`src/rtl/exec_sequencer.sv`:
```
// Execution sequencer for the single-cycle MIPS core: gates commits for free-run,
// single-step, IN wait, OUT hold and halt. Optional PC breakpoint via `BREAKPOINT_EN.
module exec_sequencer #(
  parameter int unsigned OUT_HOLD = 4,
  parameter int unsigned ADDR_W   = 10
) (
  input  logic              clock,
  input  logic              rst,
  input  logic              btn_pulse,
  input  logic              run_mode,
  input  logic              halt_in,
  input  logic              instr_in,
  input  logic              instr_out,
  input  logic [ADDR_W-1:0] pc,
  input  logic [ADDR_W-1:0] bp_addr,
  input  logic              bp_en,
  output logic              cpu_en,
  output logic              in_wait,
  output logic              out_hold,
  output logic              halted,
  output logic              bp_hit,
  output logic [31:0]       instr_count
);

  localparam int unsigned HOLD_W = (OUT_HOLD > 1) ? $clog2(OUT_HOLD) : 1;
  localparam logic [HOLD_W-1:0] HOLD_LOAD = (OUT_HOLD > 0) ? HOLD_W'(OUT_HOLD - 1) : '0;

  typedef enum logic [2:0] {
    IDLE, DECODE, COMMIT, WAIT_IN, HOLD_OUT, BREAK, HALT
  } state_t;

  state_t            state;
  logic [HOLD_W-1:0] hold_cnt;

`ifdef BREAKPOINT_EN
  logic skip;
  logic bp_match;
  assign bp_match = bp_en && (pc == bp_addr) && !skip;
`else
  logic unused_bp;
  assign unused_bp = ^{bp_en, bp_addr, pc};
  assign bp_hit    = 1'b0;
`endif

  // Outputs are registered alongside the state they decode.
  always_ff @(posedge clock) begin
    if (rst) begin
      state       <= IDLE;
      hold_cnt    <= '0;
      cpu_en      <= 1'b0;
      in_wait     <= 1'b0;
      out_hold    <= 1'b0;
      halted      <= 1'b0;
      instr_count <= '0;
`ifdef BREAKPOINT_EN
      skip        <= 1'b0;
      bp_hit      <= 1'b0;
`endif
    end else begin
      cpu_en   <= 1'b0;
      in_wait  <= 1'b0;
      out_hold <= 1'b0;
`ifdef BREAKPOINT_EN
      bp_hit   <= 1'b0;
`endif
      case (state)
        IDLE: begin
          if (run_mode || btn_pulse) state <= DECODE;
        end
        DECODE: begin
          if (halt_in) begin
            state  <= HALT;
            halted <= 1'b1;
`ifdef BREAKPOINT_EN
          end else if (bp_match) begin
            state  <= BREAK;
            bp_hit <= 1'b1;
`endif
          end else if (instr_in) begin
            state   <= WAIT_IN;
            in_wait <= 1'b1;
          end else begin
            state  <= COMMIT;
            cpu_en <= 1'b1;
          end
        end
        WAIT_IN: begin
          if (btn_pulse) begin
            state  <= COMMIT;
            cpu_en <= 1'b1;
          end else begin
            in_wait <= 1'b1;
          end
        end
        COMMIT: begin
          instr_count <= instr_count + 32'd1;
`ifdef BREAKPOINT_EN
          skip        <= 1'b0;
`endif
          if (instr_out && (OUT_HOLD > 0)) begin
            state    <= HOLD_OUT;
            hold_cnt <= HOLD_LOAD;
            out_hold <= 1'b1;
          end else begin
            state <= run_mode ? DECODE : IDLE;
          end
        end
        HOLD_OUT: begin
          if (hold_cnt == '0) begin
            state <= run_mode ? DECODE : IDLE;
          end else begin
            hold_cnt <= hold_cnt - HOLD_W'(1);
            out_hold <= 1'b1;
          end
        end
`ifdef BREAKPOINT_EN
        // A press resumes with the breakpoint masked for exactly one commit.
        BREAK: begin
          if (btn_pulse) begin
            skip  <= 1'b1;
            state <= DECODE;
          end else begin
            bp_hit <= 1'b1;
          end
        end
`endif
        HALT: begin
          state <= HALT;
        end
        default: state <= IDLE;
      endcase
    end
  end

endmodule
```
`config.mk`:
```
export PLATFORM = sky130hd
export DESIGN_NAME = exec_sequencer
export DESIGN_NICKNAME = d
export VERILOG_FILES = /design/src/rtl/exec_sequencer.sv
export SDC_FILE = /design/constraint.sdc
export NUM_CORES = 1
export LEC_CHECK = 0
export ABC_AREA = 1
export ABC_CLOCK_PERIOD_IN_PS = 1570
export CAP_MARGIN = 20
export CORE_MARGIN = 2
export CORE_UTILIZATION = 47
export CTS_CLUSTER_SIZE = 10
export DETAILED_ROUTE_END_ITERATION = 12
export PLACE_DENSITY = 0.76
export SYNTH_ARGS = -nofsm -noshare
export SYNTH_HDL_FRONTEND = slang
export SYNTH_SLANG_ARGS = --single-unit
export TNS_END_PERCENT = 100
```
`constraint.sdc`:
```
create_clock -name clock -period 1.57 [get_ports clock]
set_input_delay 0.157 -clock clock [delete_from_list [all_inputs] [get_ports clock]]
set_output_delay 0.157 -clock clock [all_outputs]
set_load 0.02 [all_outputs]
```
## Word-level counts from Yosys, hierarchy flattened

Index checks and enable logic that the tools add are counted.

- Output and inout bits: 37
- Word-level logic and storage cells: 48
- Bits of input ports: 28
- Flip-flop bits (word level): 41

- Equal/unequal tests: 10
- Add/subtract/negate cells: 2
- Mux-type cells: 22
- Reductions and logical operators: 7

Operators with widths:

| operator | count |
|---|---|
| $add 32x1->32 const B | 1 |
| $pmux 3 s6 | 1 |
| $mux 3 | 5 |
| $mux 1 | 10 |
| $ne 2x2->1 const B | 5 |
| $eq 3x2->1 const B | 2 |
| $eq 3x3->1 const B | 2 |
| $pmux 1 s2 | 3 |
| $reduce_and 3->1 | 2 |
| $mux 2 | 2 |
| $pmux 2 s2 | 1 |
| $eq 3x1->1 const B | 1 |
| $logic_not 3->1 | 1 |
| $logic_not 2->1 | 1 |
| $reduce_and 2->1 | 1 |
| $reduce_bool 2->1 | 1 |
| $sub 2x1->2 const B | 1 |
| $logic_or 1x1->1 | 1 |

## Logic depth before layout (Yosys ltp)

- Depth after elaboration: 3
- Mapped depth: 10
- Gate-level depth less buffers: 9

## Least setup slack after synthesis

No wires, ideal clock.

- Path kind: reg-to-reg
- From: reg instr_count[1]
- To: reg instr_count[16]
- Period minus slack after synthesis: 1.540 ns
- Buffers on the path: 0
- Path slack: 0.030 ns
- Stages on the path, launching flop included: 9
- Data arrival time: 1.460 ns
- Path through: dfxtp_1 > ha_1 > nand3_1 > nor2_2 > nand2_2 > nor2_4 > nand2_1 > nand2_1 > nor3b_1

- Cells in the longest elaborated chain, start to end: 1

Ends and longest elaborated chain:

| element | line | text |
|---|---|---|
| from (decl) | 22 | `output logic [31:0] instr_count` |
| from (signal assigned) | 96 | `instr_count <= instr_count + 32'd1;` |
| $add 32x1->32 | 96 |  |

No other way between the ends.
A chain may end at the register's enable or synchronous reset.

## Worst setup path after layout

- From: reg instr_count[24]
- To: out instr_count[24]

No word-level cell between the ends.

==> results.yml <==
synthesis:
  ys_types: 28
  synth_most_common_cell: "nand2_1"
  synth_top_cell_by_area: "dfxtp_1"
  synthesis.area_sq_mm: 0.002218
  synthTopCellsByArea: "dfxtp_1 (37%), nand2_1 (14%), nor2_1 (10%)"
  synth-edff-count: 0
  async_flop_share: 0
  yosysWarningCount: 0
  syn_inst: 339
  synth_nets: 369
  avgSynthCellArea_sq_um: 6.544
  synth-seq-cells: 41
  yosysSeqAreaShare: 0.3700
  synth_common_cells: "nand2_1 (83), nor2_1 (60), inv_1 (43)"
  ys.flop_type: "dfxtp_1"
  yosys.area.top_type_share: 0.3700
layout:
  layout-drive-gt1-share: 0.1340
  post-route-cell-area_sq_mm: 0.002975
  areaGrowthSynthToFinish_pct: 34.12
  final_nets: 432
  diodes: 0
setup_path:
  worstSetupStartpoint: "instr_count[24]"
  r2r_start: "instr_count[0]"
  critPathTopFamily: "buffers and inverters"
  crit_arrival_ns: 1.36
  cp.required_ns: 1.41
  critical_path.slowest_cell: "clkdlybuf4s50_1"
  crit_cells: 1
  endpoint_kind: "output port"
  r2r-end: "instr_count[26]"
  crit_chain: "clkdlybuf4s50_1"
  r2r_cells: 8
  critPathKind: "flop to output port"
  rrSetupSlack_ns: 0.13
  start_kind: "flop"
  critPathMaxFanout: 5
  cp_num_buf_inv: 1
  cpPeakStageDelay_ns: 0.64
  critPathCapture: "instr_count[24]"
clock_network:
  cts_made_buffers: 5
  cts_sinks: 41
  cts_tree: "done"
  path_clk_slew_ns: 0.08
  cts_root_buf: "clkbuf_8"
  cts_hold_buf: 0
  clock_latency_ns: 0.29
  cts_max_level: 2
  cts_buffer_depth: 2
timing:
  holdWs_ns: 0.4678
  finalSetupViolCount: 0
  final_max_slew_viol_count: 0
  finalHoldViolCount: 0
  fin_crit_sh: 0.9673
  fmax_mhz: 658.5
  setup_ws_ns: 0.05136
  period_minus_slack_ns: 1.519
  fin_worst_skew_ns: 0.004712
detailed_routing:
  drt_first_pass_iters: 5
  wl_per_cell_um: 11.73
  avgViaCountPerCell: 5.029
  route.detailed.drc: 0
  vias: 2288
  wl_um: 5339
  drt_iter0_markers: 142
  drtAntennaViolNets: 0
power_and_ir_drop:
  ir_drop_v: 0.0008342
  power_leakage_nw: 1.204
  powerDensity_mw_per_mm2: 839.0
global_route:
  grt_pass1_vias: 2055
  grt_first_pass_wirelength_um: 8556
  gr-total-overflow: 0
  grt_max_degree: 23
  antenna_found_initial: 0
  grt.total_usage: 0.2059
flow_run:
  cap_violations: 0
floorplanning:
  die_w_um: 72.70
  coreArea_sq_mm: 0.004444
  row_count: 24
  initial_core_util: 0.4992
  ioPinCount: 65
  die_area_sq_mm: 0.005285
  die_y_um: 72.70
placed_design:
  dp_hpwl_um: 3977
  placed_area_sq_mm: 0.002788
  pre_cts_ws_ns: 0.04459
  port_buffers: 42
  gp_congestion: 0.9119
run_status:
  status: "finished clean"
worst_hold_path:
  hold_path.class: "flop to flop"
-- how the worst min path moves through the flow --
stage / start / endpoint / depth (start not counted)
2_1_floorplan: rst / instr_count[14] / 1
3_3_place_gp: halted / halted / 2
3_5_place_dp: halted / halted / 2
4_1_cts: halted / halted / 2
5_1_grt: halted / halted / 2
6_report: halted / halted / 2
-- area by class of cell --
class / count / area [sq um]
timing repair buffer: 62 / 594.3
tap: 52 / 65.06
inverter: 46 / 175.2
fill: 394 / 1469
clock buffer: 8 / 80.08
sequential: 41 / 827.0
multi-input combinational: 246 / 1234
-- sequential cells by signal, summed over array words and instances (netlist names) --
name,flops
instr_count,32
state,3
hold_cnt,2
cpu_en,1
halted,1
in_wait,1
out_hold,1
-- cells by family (layout without fill, tap and decap cells) --
kind of cell | Yosys count | count (layout) | synth area share
simple gates | 207 | 207 | 0.4196
buf+inv | 52 | 116 | 0.09983
flops | 41 | 41 | 0.3700
compound gates | 29 | 29 | 0.06994
xor+xnor | 7 | 7 | 0.02764
fa+ha+maj | 2 | 2 | 0.01128
other cells | 1 | 1 | 0.001690
-- through the flow --
| step | power, mW | utilization | setup TNS (ns) | cells |
|---|---|---|---|---|
| 4_1_cts | 2.435 | 0.6453 | 0 | 451 |
| 6_report | 2.496 | 0.6695 | 0 | 455 |
| 2_1_floorplan | 1.561 | - | 0 | 339 |
| 3_5_place_dp | 1.766 | 0.6273 | 0 | 443 |
| 3_3_place_gp | 1.741 | 0.6273 | 0 | 443 |
| 5_1_grt | 2.629 | 0.6695 | -0.03029 | 455 |
-- layer usage --
layer,share of wire,wire length [um],track usage,vias to the layer above
li1,-,-,-,1192
met3,0.053,283,0.04972,6
met2,0.49,2603,0.3515,70
met1,0.45,2401,0.2552,1020
met4,0.0096,51,0.06584,0
met5,0,0,0,-
-- power breakdown --
group,internal [mW],switching [mW]
clock network,0.316,0.356
registers,1.11,0.0741
logic,0.290,0.347
total,1.72,0.777
-- layout by cell type, fill, tap and decap left out, types with 2 or more instances in the layout --
| master | synthesis | layout |
|---|---|---|
| dlymetal6s2s_1 | 0 | 3 |
| nand3_2 | 2 | 3 |
| xor2_1 | 4 | 4 |
| nor3_1 | 7 | 7 |
| clkbuf_8 | 0 | 5 |
| nor2_4 | 3 | 6 |
| clkdlybuf4s50_1 | 0 | 39 |
| nand4_1 | 12 | 12 |
| o21ai_0 | 8 | 7 |
| nand2_4 | 0 | 2 |
| nor2_2 | 6 | 7 |
| nand3b_1 | 2 | 2 |
| buf_4 | 1 | 18 |
| a31oi_1 | 2 | 2 |
| inv_1 | 43 | 43 |
| nand3_1 | 26 | 25 |
| nand2_1 | 83 | 83 |
| nor3b_2 | 1 | 2 |
| a21oi_1 | 17 | 17 |
| nor3b_1 | 3 | 2 |
| dfxtp_1 | 41 | 36 |
| dfxtp_2 | 0 | 5 |
| nor2_1 | 60 | 56 |
| xnor2_1 | 3 | 3 |
| clkbuf_1 | 2 | 3 |
-- what timing repair did --
action | 4_1_cts | 5_1_grt
resized for setup | 0 | 24
setup buffers | 0 | 4
setup endpoints to repair | 0 | 20
Note: power is estimated with default switching activity, not from simulation.
